`src/rtl/load_unit_pkg.sv`:
```
// Shared load-op encoding and the byte/halfword/word extraction helper for the load unit.
package load_unit_pkg;

  localparam int LOAD_OP_WIDTH = 3;

  localparam logic [LOAD_OP_WIDTH-1:0] LOAD_OP_LB  = 3'd0;
  localparam logic [LOAD_OP_WIDTH-1:0] LOAD_OP_LH  = 3'd1;
  localparam logic [LOAD_OP_WIDTH-1:0] LOAD_OP_LW  = 3'd2;
  localparam logic [LOAD_OP_WIDTH-1:0] LOAD_OP_LBU = 3'd3;
  localparam logic [LOAD_OP_WIDTH-1:0] LOAD_OP_LHU = 3'd4;

  // Picks the addressed lane out of the bus word and extends it to 32 bits.
  function automatic logic [31:0] load_extract(input logic [LOAD_OP_WIDTH-1:0] op,
                                               input logic [1:0] align,
                                               input logic [31:0] rdata);
    logic [7:0]  byte_val;
    logic [15:0] half_val;
    logic [31:0] res;
    byte_val = rdata[8*align +: 8];
    half_val = rdata[16*align[1] +: 16];
    case (op)
      LOAD_OP_LB:  res = {{24{byte_val[7]}}, byte_val};
      LOAD_OP_LH:  res = {{16{half_val[15]}}, half_val};
      LOAD_OP_LBU: res = {24'd0, byte_val};
      LOAD_OP_LHU: res = {16'd0, half_val};
      default:     res = rdata;
    endcase
    return res;
  endfunction

endpackage

```
`src/rtl/load_decoder.sv`:
```
// Combinational decode of a load request into an op code plus illegal/misaligned fault flags.
module load_decoder
  import load_unit_pkg::*;
(
  input  logic [2:0]               funct3,
  input  logic                     amo_operation_load,
  input  logic [1:0]               addr_align_bits,
  output logic [LOAD_OP_WIDTH-1:0] load_op,
  output logic                     is_load_unaligned,
  output logic                     is_load_illegal
);

  always_comb begin
    load_op         = LOAD_OP_LW;
    is_load_illegal = 1'b0;
    if (!amo_operation_load) begin
      case (funct3)
        3'b000:  load_op = LOAD_OP_LB;
        3'b001:  load_op = LOAD_OP_LH;
        3'b010:  load_op = LOAD_OP_LW;
        3'b100:  load_op = LOAD_OP_LBU;
        3'b101:  load_op = LOAD_OP_LHU;
        default: is_load_illegal = 1'b1;
      endcase
    end
  end

  // Illegal wins: an illegal request never reports misalignment.
  always_comb begin
    is_load_unaligned = 1'b0;
    if (!is_load_illegal) begin
      case (load_op)
        LOAD_OP_LH, LOAD_OP_LHU: is_load_unaligned = addr_align_bits[0];
        LOAD_OP_LW:              is_load_unaligned = |addr_align_bits;
        default:                 is_load_unaligned = 1'b0;
      endcase
    end
  end

endmodule

```
`src/rtl/load_unit.sv`:
```
// Multicycle load unit: decodes and checks a load, runs one valid/ready bus read, returns the extended value.
// Bus handshake: mem_valid rises the cycle after an accepted start and holds with a stable mem_addr
// until the cycle mem_ready is seen high; mem_rdata is taken in that same cycle and mem_valid then drops.
module load_unit
  import load_unit_pkg::*;
#(
  parameter int XLEN = 32
) (
  input  logic            clk,
  input  logic            resetn,
  input  logic            start,
  input  logic [2:0]      funct3,
  input  logic            amo_operation_load,
  input  logic [XLEN-1:0] addr,
  output logic            mem_valid,
  output logic [XLEN-1:0] mem_addr,
  input  logic            mem_ready,
  input  logic [XLEN-1:0] mem_rdata,
  output logic [XLEN-1:0] result,
  output logic            done,
  output logic            is_load_unaligned,
  output logic            is_load_illegal,
  output logic [1:0]      dbg_state
);

  typedef enum logic [1:0] {
    ST_IDLE  = 2'd0,
    ST_REQ   = 2'd1,
    ST_DONE  = 2'd2,
    ST_FAULT = 2'd3
  } state_t;

  state_t                   state;
  logic [LOAD_OP_WIDTH-1:0] op_q;
  logic [1:0]               align_q;

  logic [LOAD_OP_WIDTH-1:0] dec_op;
  logic                     dec_unaligned;
  logic                     dec_illegal;

  load_decoder u_load_decoder (
    .funct3             (funct3),
    .amo_operation_load (amo_operation_load),
    .addr_align_bits    (addr[1:0]),
    .load_op            (dec_op),
    .is_load_unaligned  (dec_unaligned),
    .is_load_illegal    (dec_illegal)
  );

  assign dbg_state = state;

  always_ff @(posedge clk or negedge resetn) begin
    if (!resetn) begin
      state             <= ST_IDLE;
      op_q              <= LOAD_OP_LW;
      align_q           <= 2'b00;
      mem_valid         <= 1'b0;
      mem_addr          <= '0;
      result            <= '0;
      done              <= 1'b0;
      is_load_unaligned <= 1'b0;
      is_load_illegal   <= 1'b0;
    end else begin
      done              <= 1'b0;
      is_load_unaligned <= 1'b0;
      is_load_illegal   <= 1'b0;
      case (state)
        ST_IDLE: begin
          if (start) begin
            op_q     <= dec_op;
            align_q  <= addr[1:0];
            mem_addr <= {addr[XLEN-1:2], 2'b00};
            if (dec_illegal || dec_unaligned) begin
              state             <= ST_FAULT;
              done              <= 1'b1;
              is_load_illegal   <= dec_illegal;
              is_load_unaligned <= dec_unaligned;
            end else begin
              state     <= ST_REQ;
              mem_valid <= 1'b1;
            end
          end
        end
        ST_REQ: begin
          if (mem_ready) begin
            result    <= load_extract(op_q, align_q, mem_rdata);
            mem_valid <= 1'b0;
            done      <= 1'b1;
            state     <= ST_DONE;
          end
        end
        ST_DONE:  state <= ST_IDLE;
        ST_FAULT: state <= ST_IDLE;
        default:  state <= ST_IDLE;
      endcase
    end
  end

endmodule

```
`config.mk`:
```
export PLATFORM = sky130hd
export DESIGN_NAME = load_unit
export DESIGN_NICKNAME = d
export VERILOG_FILES = /design/src/rtl/load_unit_pkg.sv /design/src/rtl/load_decoder.sv /design/src/rtl/load_unit.sv
export SDC_FILE = /design/constraint.sdc
export NUM_CORES = 1
export LEC_CHECK = 0
export ABC_AREA = 1
export ABC_CLOCK_PERIOD_IN_PS = 3600
export CORE_MARGIN = 5
export CORE_UTILIZATION = 45
export DETAILED_ROUTE_END_ITERATION = 8
export GPL_ROUTABILITY_DRIVEN = 0
export PLACE_DENSITY = 0.82
export SKIP_LAST_GASP = 1
export SYNTH_ARGS = -nofsm -noshare
export SYNTH_HDL_FRONTEND = slang
export SYNTH_SLANG_ARGS = --single-unit
```
`constraint.sdc`:
```
create_clock -name clk -period 3.6 [get_ports clk]
set_input_delay 1.08 -clock clk [delete_from_list [all_inputs] [get_ports clk]]
set_output_delay 1.08 -clock clk [all_outputs]
set_load 0.005 [all_outputs]
```
==> Yosys cells after proc, flatten, opt, wreduce, memory -nomap -nowiden <==
Index checks and enable logic that the tools add are counted.
{ "totals": {"romBits": 0, "inputBits": 72, "ff_bits": 73, "latch_bits": 0, "n_memories": 0, "mem_bits_rw": 0} }
{ "op_classes": {"n_mux": 25, "eq_ne": 16, "bitwise_logic": 0, "reduce_logical": 13, "n_mul": 0, "magnitude_cmp": 0, "n_shift": 2, "div": 0, "add_sub_neg": 0} }
{ "op_table": {"columns": ["operator", "n"], "rows": [
  ["$pmux W32 S4", 1],
  ["$shiftx A32 B6 Y16", 1],
  ["$shiftx A32 B6 Y8", 1],
  ["$mux W1", 15],
  ["$eq A3 B3 Y1 const B", 4],
  ["$pmux W3 S4", 1],
  ["$eq A3 B1 Y1 const B", 3],
  ["$eq A3 B2 Y1 const B", 3],
  ["$logic_not A3 Y1", 2],
  ["$mux W2", 3],
  ["$ne A2 B2 Y1 const B", 3],
  ["$pmux W1 S2", 3],
  ["$pmux W2 S3", 1],
  ["$reduce_and A2 Y1", 3],
  ["$reduce_or A2 Y1", 3],
  ["$reduce_or A5 Y1", 1],
  ["$eq A2 B2 Y1 const B", 2],
  ["$reduce_and A4 Y1", 1],
  ["$mux W3", 1],
  ["$eq A2 B1 Y1 const B", 1],
  ["$logic_not A2 Y1", 1],
  ["$reduce_bool A2 Y1", 1],
  ["$logic_or A1 B1 Y1", 1]
]} }

==> Longest topological paths before layout <==
Gate-level depths: netlist of the first run.
{ "logic_depth": {"word_depth": 11, "mapped_depth": 10, "ltp_nobuf": 9} }

==> Modules after synthesis <==
A second synthesis of the first run with hierarchy kept.
{ "hier_totals": {"hier_cells": 536, "area_unflattened_um2": 3834.9} }
{ "modules_own_cells": {"columns": ["mod", "instances", "seq_area_each_um2", "area_each_um2", "cells_each"], "rows": [
  ["load_unit", 1, 1828.0, 3751.1, 516],
  ["load_decoder", 1, 0.0, 83.8, 20]
]} }

==> Worst setup path before layout of the first run <==
No wires, ideal clock.
{ "synth_timing": {"kind": "input-to-reg", "start": "input mem_rdata[7]", "end": "register result[16]", "path_stages": 7, "arrival_time_ps": 1804, "n_path_buf": 1, "slack_ps": 1679, "setup_time_ps": 117, "path_cell_list": "o21ai_0 a21oi_2 nand2_2 buf_6 nand3_1 o21ai_1 inv_1"} }
{ "synth_via": {"elab_chain_len": 2} }
{ "synth_lines": {"columns": ["item", "line_no", "source"], "rows": [
  ["from (decl)", "load_unit.sv:18", "input logic [XLEN-1:0] mem_rdata,"],
  ["$shiftx A32 B6 Y8", "load_unit_pkg.sv:19", "byte_val = rdata[8*align +: 8];"],
  ["$pmux W32 S4", "load_unit_pkg.sv:21", "case (op)"],
  ["to (signal assigned)", "load_unit.sv:86", "result <= load_extract(op_q, align_q, mem_rdata);"],
  ["to (decl)", "load_unit.sv:19", "output logic [XLEN-1:0] result,"]
]} }
Every way passes these cells.
A chain may end at the register's enable or synchronous reset.

==> Final worst setup path of the first run <==
{ "layout_timing": {"start": "input mem_rdata[15]", "end": "register result[31]"} }
{ "layout_via": {"elab_chain_len": 2} }
{ "layout_lines": {"columns": ["item", "line_no"], "rows": [
  ["$shiftx A32 B6 Y16 / $shiftx A32 B6 Y8 (equally long branches)", "load_unit_pkg.sv:20, load_unit_pkg.sv:19"],
  ["$pmux W32 S4 (*)", "load_unit_pkg.sv:21"]
]} }
Mark *: on every way between the ends. The rest lies on a longest branch, timed or not.

==> results of run 1 <==
cell families after synthesis:
logic type      count (synthesis)  share of synthesized area, %
simple gates                  272                          29.9
buf+inv                        79                          10.3
compound gates                 74                          10.4
flops                          73                          49.3
other cells                     1                         0.101
metrics by stage:
| stage | util (%) | hold slack [ns] | worst slack (ns) | cell area (µm²) | power (µW) |
|---|---|---|---|---|---|
| final | 65.2 | 0.483 | 1.03 | 5310 | 4470 |
| after global placement | 62.2 | 0.461 | 0.818 | 5060 | 3630 |
| after floorplan | - | 0.472 | 1.68 | 3710 | 2690 |
| after global routing | 65.2 | 0.509 | 0.818 | 5310 | 4840 |
| after CTS | 65.2 | 0.486 | 1.06 | 5310 | 4500 |
| after detailed placement | 62.2 | 0.464 | 0.651 | 5060 | 3700 |
registers in the layout, summed over array words and instances (netlist names):
name,cells
is_load_illegal,1
mem_valid,1
align_q,2
dbg_state,2
op_q,3
result,32
is_load_unaligned,1
mem_addr,30
done,1
cells in the mapped netlist:
master      n  area, µm²
or2_1       1       6.26
a21oi_1    34        170
nor2_1     11       41.3
dfstp_2     1       26.3
o21ai_1    11       55.1
nand2_1   211        792
buf_2       8       40.0
inv_2       2       7.51
nor2_4      1       11.3
nor3b_1     1       7.51
inv_1      49        184
inv_4       1       6.26
nand2_2     2       12.5
clkbuf_2    1       5.00
buf_6       8       90.1
nand3_1    41        205
a21oi_4     1       16.3
nand4_1     2       12.5
buf_4       3       22.5
conb_1      1       3.75
clkbuf_1    7       26.3
nand3b_1    1       7.51
o21ai_0    26        130
a21oi_2     1       8.76
dfrtp_1    72       1800
a31oi_1     1       6.26
nand2_4     1       11.3
power groups by stage:
stage               Combinational, µW  Clock, µW  Sequential [µW]
global route                     2470        839             1530
detailed placement               2210          0             1490
finish                           2200        787             1480
global placement                 2150          0             1490
floorplan                        1230          0             1460
CTS                              2220        802             1480
tightest hold or removal path, delay by kind of cell, from the launching register on:
kind	cells	cell delay, ns
flops	1	0.35
simple gates	2	0.10
layer usage:
layer | wire (µm) | vias up | global-route usage (%) | share of wire [%]
li1 | - | 1815 | - | -
met1 | 4030 | 1707 | 25.1 | 38
met2 | 4850 | 192 | 34.6 | 46
met3 | 1400 | 25 | 9.27 | 13
met4 | 257 | 0 | 7.15 | 2.4
met5 | 0 | - | 0 | 0
worst paths after layout:
kind,from,to,slack [ns]
setup / recovery,mem_rdata[15],result[31]$_DFFE_PN0P_,1.03
hold / removal,mem_addr[28]$_DFFE_PN0P_,mem_addr[28]$_DFFE_PN0P_,0.48
setup reg to reg,align_q[1]$_DFFE_PN0P_,result[31]$_DFFE_PN0P_,1.10
hold reg to reg,mem_addr[28]$_DFFE_PN0P_,mem_addr[28]$_DFFE_PN0P_,0.48
max in group asynchronous,resetn,mem_valid$_DFFE_PN0P_,2.15
min in group asynchronous,resetn,result[10]$_DFFE_PN0P_,0.83
area by class of cell:
type | count | share of cell area, %
clock buffers | 10 | 2.41
inverters | 52 | 3.73
well taps | 105 | 2.48
flip-flops and latches | 73 | 34.4
clock inverters | 6 | 2.19
repair buffers | 141 | 26.5
multi-input cells | 348 | 28.3
==> impl_metrics.tcl, run 1 <==
set metrics [dict create \
    fin_tns_setup_ns 0 \
    postCtsSetupBuffers 0 \
    ant_nets 0 \
    std_cell_rows 33 \
    grt_max_degree 74 \
    overflow 0 \
    period_minus_slack_ns 2.57 \
    ctsResizeCount 0 \
    clock-sinks 73 \
    fin_nets 697 \
    slew_viol_final 0 \
    die_h_um 101 \
    cts_buffer_depth 2 \
    min_period_over_period_pct 71.3 \
    instances_no_fill 735 \
    final_cell_mix "211 x nand2_1, 138 x clkdlybuf4s50_1, 72 x dfrtp_1, 49 x inv_1, 41 x nand3_1" \
    status "complete, no violations" \
    p_clk_share_pct 17.6 \
    cts_made_buffers 9 \
    maxCapViolCount 0 \
    reg2regPathDepth 7 \
    p_sw_uw 1730 \
    cp.arrival_ns 2.85 \
    start_kind "primary input" \
    grt_pass1_vias 3643 \
    multiInputGateArea_um2 1500 \
    first_pass_iters 4 \
    dr.first_iter.drc_count 171 \
    skew_ns 0.00970 \
    drt-total-wl_um 10500 \
    grt_pass1_wl_um 17200 \
    drt-wirelength-per-cell_um 14.3 \
    synth.avg_cell_area_um2 7.43 \
    rsz0062_at_grt "false" \
    path_common_cell "nand2_1" \
    hpwl_um 7630 \
    p_seq_share_pct 33.2 \
    htreeDepth 3 \
    critPathCaptureType "flip-flop" \
    worstPathRequired_ns 3.89 \
    final_common_cell "nand2_1" \
    cts_tree "yes" \
    peakVddDrop_v 0.000439 \
    worst-path-stages 7 \
    die_w_um 101 \
    crit_type "primary input to flip-flop" \
    yosysWarnings 0 \
    crit_family "simple AND/OR/NAND/NOR gates" \
    final.fill_count 672 \
    min_path_cells 2 \
    powerDensity_nw_per_um2 843 \
    cp_slowest_cell "nand4_1" \
    io_pins 142 \
    cpPeakStageDelay_ns 0.58 \
    synth.distinct_cells 27 \
    syn2layout_area_growth_pct 43.1 \
    n_antenna_cell 0 \
    globalRouteTotalUtil_pct 21.3 \
    crit_buf_inv 2 \
    numPortBuffers 139 \
    path_cells "clkdlybuf4s50_1 -> nand2_1 -> nand2_1 -> nand4_1 -> nand3_1 -> o21ai_0 -> inv_1" \
    dieArea_um2 10200 \
    p_leak_uw 0.00259 \
    core_area_um2 8130 \
    syn-instance-count 499 \
    initial_core_util_pct 45.6 \
    clock_latency_ns 0.35 \
    seq_area_um2 1830 \
    syn_area_um2 3710 \
    setup_violations 0 \
    crit_fanout 16 \
    tightestPinTransition_ns 0.906 \
    slew-limit-headroom_pct 39.6 \
    yosysSeqAreaShare_pct 49.3 \
    swShare_pct 38.6 \
    p_int_uw 2740 \
    hold_violations 0 \
    post-route-drc-count 0 \
    path_clk_slew_ns 0.08 \
    dp.cells 719 \
    comb_power_share_pct 49.2 \
    drive_gt1_share_pct 4.44 \
    routed_via_density 5.09 \
    antenna_found_initial 0 \
    holdCritPathClass "flip-flop to flip-flop" \
    clock-root-buffer "clkbuf_8" \
    clock.fmax_mhz 390 \
    holdBufCountCts 0 \
    vias 3739 \
    synth-seq-cells 73 \
]
No activity file was read; power rests on OpenSTA's default activity.
==> run 2, diff against run 1 <==
- ABC_CLOCK_PERIOD_IN_PS: 3600 -> 2500
- CORE_UTILIZATION: 45 -> 44
- PLACE_DENSITY: 0.82 -> 0.8
- clock period: 3.6 -> 2.5 ns (I/O delays scaled with it)
==> run 2 against run 1 <==
Final cell count is 0.68% higher. Worst setup slack worse by 0.61 ns. Wire length is 2.3% higher. Highest routed layer unchanged. Largest power group unchanged. Critical endpoint is now result[13]$_DFFE_PN0P_.
==> impl_metrics.tcl, run 2 (same netlist as run 1, synthesis figures left out) <==
set metrics [dict create \
    critPathCaptureType "flip-flop" \
    setup_violations 0 \
    drt-wirelength-per-cell_um 14.6 \
    grt_pass1_vias 3761 \
    reg2reg_to "result[13]$_DFFE_PN0P_" \
    syn2layout_area_growth_pct 44.5 \
    crit_buf_inv 3 \
    start_kind "primary input" \
    worstSetupStartpoint "mem_rdata[23]" \
    cp_slowest_cell "clkdlybuf4s50_1" \
    dr.first_iter.drc_count 127 \
    holdBufCountCts 0 \
    final_cell_mix "211 x nand2_1, 138 x clkdlybuf4s50_1, 72 x dfrtp_1, 49 x inv_1, 41 x nand3_1" \
    hold_violations 0 \
    vias 3742 \
    crit_fanout 24 \
    cp.arrival_ns 2.36 \
    hold_ws_ns 0.327 \
    reg2regPathDepth 7 \
    grt_max_degree 44 \
    r2r-start "align_q[0]$_DFFE_PN0P_" \
    tightestPinTransition_ns 0.577 \
    first_pass_iters 5 \
    largest-register "result" \
    dp.cells 724 \
    crit_family "buffers and inverters" \
    hpwl_um 8000 \
    n_antenna_cell 0 \
    postCtsSetupBuffers 0 \
    cts_buffer_depth 2 \
    cts_made_buffers 9 \
    fin_tns_setup_ns 0 \
    post-route-drc-count 0 \
    clock-sinks 73 \
    path_cells "clkdlybuf4s50_1 -> inv_1 -> nand2_1 -> o21ai_0 -> a21oi_2 -> nand2_2 -> nand3_1 -> o21ai_0 -> inv_1" \
    path_clk_slew_ns 0.08 \
    dieArea_um2 10400 \
    routed_via_density 5.06 \
    powerDensity_nw_per_um2 1200 \
    worst-r2r-setup-slack_ns 0.63 \
    total_power_uw 6400 \
    largest_reg_flops 32 \
    instances_no_fill 740 \
    cpPeakStageDelay_ns 0.49 \
    peakVddDrop_v 0.000569 \
    die_h_um 102 \
    slew-limit-headroom_pct 61.5 \
    overflow 0 \
    drive_gt1_share_pct 5.20 \
    globalRouteTotalUtil_pct 21.7 \
    status "complete, no violations" \
    fin_nets 702 \
    maxCapViolCount 0 \
    initial_core_util_pct 45.1 \
    numPortBuffers 139 \
    ctsResizeCount 0 \
    crit_type "primary input to flip-flop" \
    holdCritPathClass "primary input to asynchronous set/reset pin" \
    die_w_um 102 \
    skew_ns 0.00717 \
    p_leak_uw 0.00262 \
    worstPathRequired_ns 2.78 \
    drt-total-wl_um 10800 \
    std_cell_rows 33 \
    antenna_found_initial 0 \
    io_pins 142 \
    grt_pass1_wl_um 17900 \
    core_area_um2 8220 \
    rsz0062_at_grt "false" \
    clock_latency_ns 0.34 \
    slew_viol_final 0 \
    ant_nets 0 \
    clock.fmax_mhz 481 \
    dpl_worst_slack_ns 0.103 \
    min_period_over_period_pct 83.1 \
    final_common_cell "nand2_1" \
    top_regs "result (32), mem_addr (30), op_q (3)" \
    cts_tree "yes" \
    fin_ws_ns 0.423 \
    htreeDepth 3 \
    clock-root-buffer "clkbuf_8" \
    period_minus_slack_ns 2.08 \
]
run 2: layout make-up:
class / instances / area, µm²
tap: 105 / 131
fill: 702 / 2860
inverter: 52 / 198
clock buffer: 10 / 128
clock inverter: 6 / 91.3
multi-input combinational: 348 / 1500
timing repair buffer: 146 / 1480
sequential: 73 / 1830
run 2: power by group:
| part | internal, µW | leakage (µW) | total, µW | switching, µW |
|---|---|---|---|---|
| Sequential | 1740 | 0.000876 | 2130 | 386 |
| Combinational | 1600 | 0.00163 | 3250 | 1650 |
| Clock | 568 | 0.000111 | 1030 | 460 |
run 2: per-layer routing:
metal | vias up | part of all wire [%] | wire length (µm) | global-route usage [%]
met5 | - | 0 | 0 | 0
met4 | 0 | 1.8 | 196 | 6.85
met3 | 24 | 12 | 1300 | 8.61
met2 | 179 | 48 | 5180 | 35.8
met1 | 1722 | 38 | 4110 | 26.1
li1 | 1817 | - | - | -
run 2: how the worst max path moves through the flow:
stage          depth (start not counted)                endpoint  slack (ns)
2_1_floorplan                          7  result[16]$_DFFE_PN0P_        0.91
3_3_place_gp                           9  result[11]$_DFFE_PN0P_        0.19
3_5_place_dp                           9  result[13]$_DFFE_PN0P_        0.10
4_1_cts                                9  result[13]$_DFFE_PN0P_        0.46
5_1_grt                                9  result[14]$_DFFE_PN0P_        0.30
6_report                               9  result[13]$_DFFE_PN0P_        0.42
run 2: worst register-to-register path, cell delays in order, from the launching register on:
cell and delay (ns):
dfrtp_1 0.66, inv_1 0.20, nor2_1 0.17, a21oi_2 0.06
nand2_2 0.35, nand3_1 0.15, o21ai_0 0.11, inv_1 0.06
run 2: per-stage QoR:
step	instance area [µm²]	util, %
floorplan	3710	-
detailed placement	5140	62.5
finish	5360	65.2
CTS	5360	65.2
global placement	5140	62.5
global route	5360	65.2
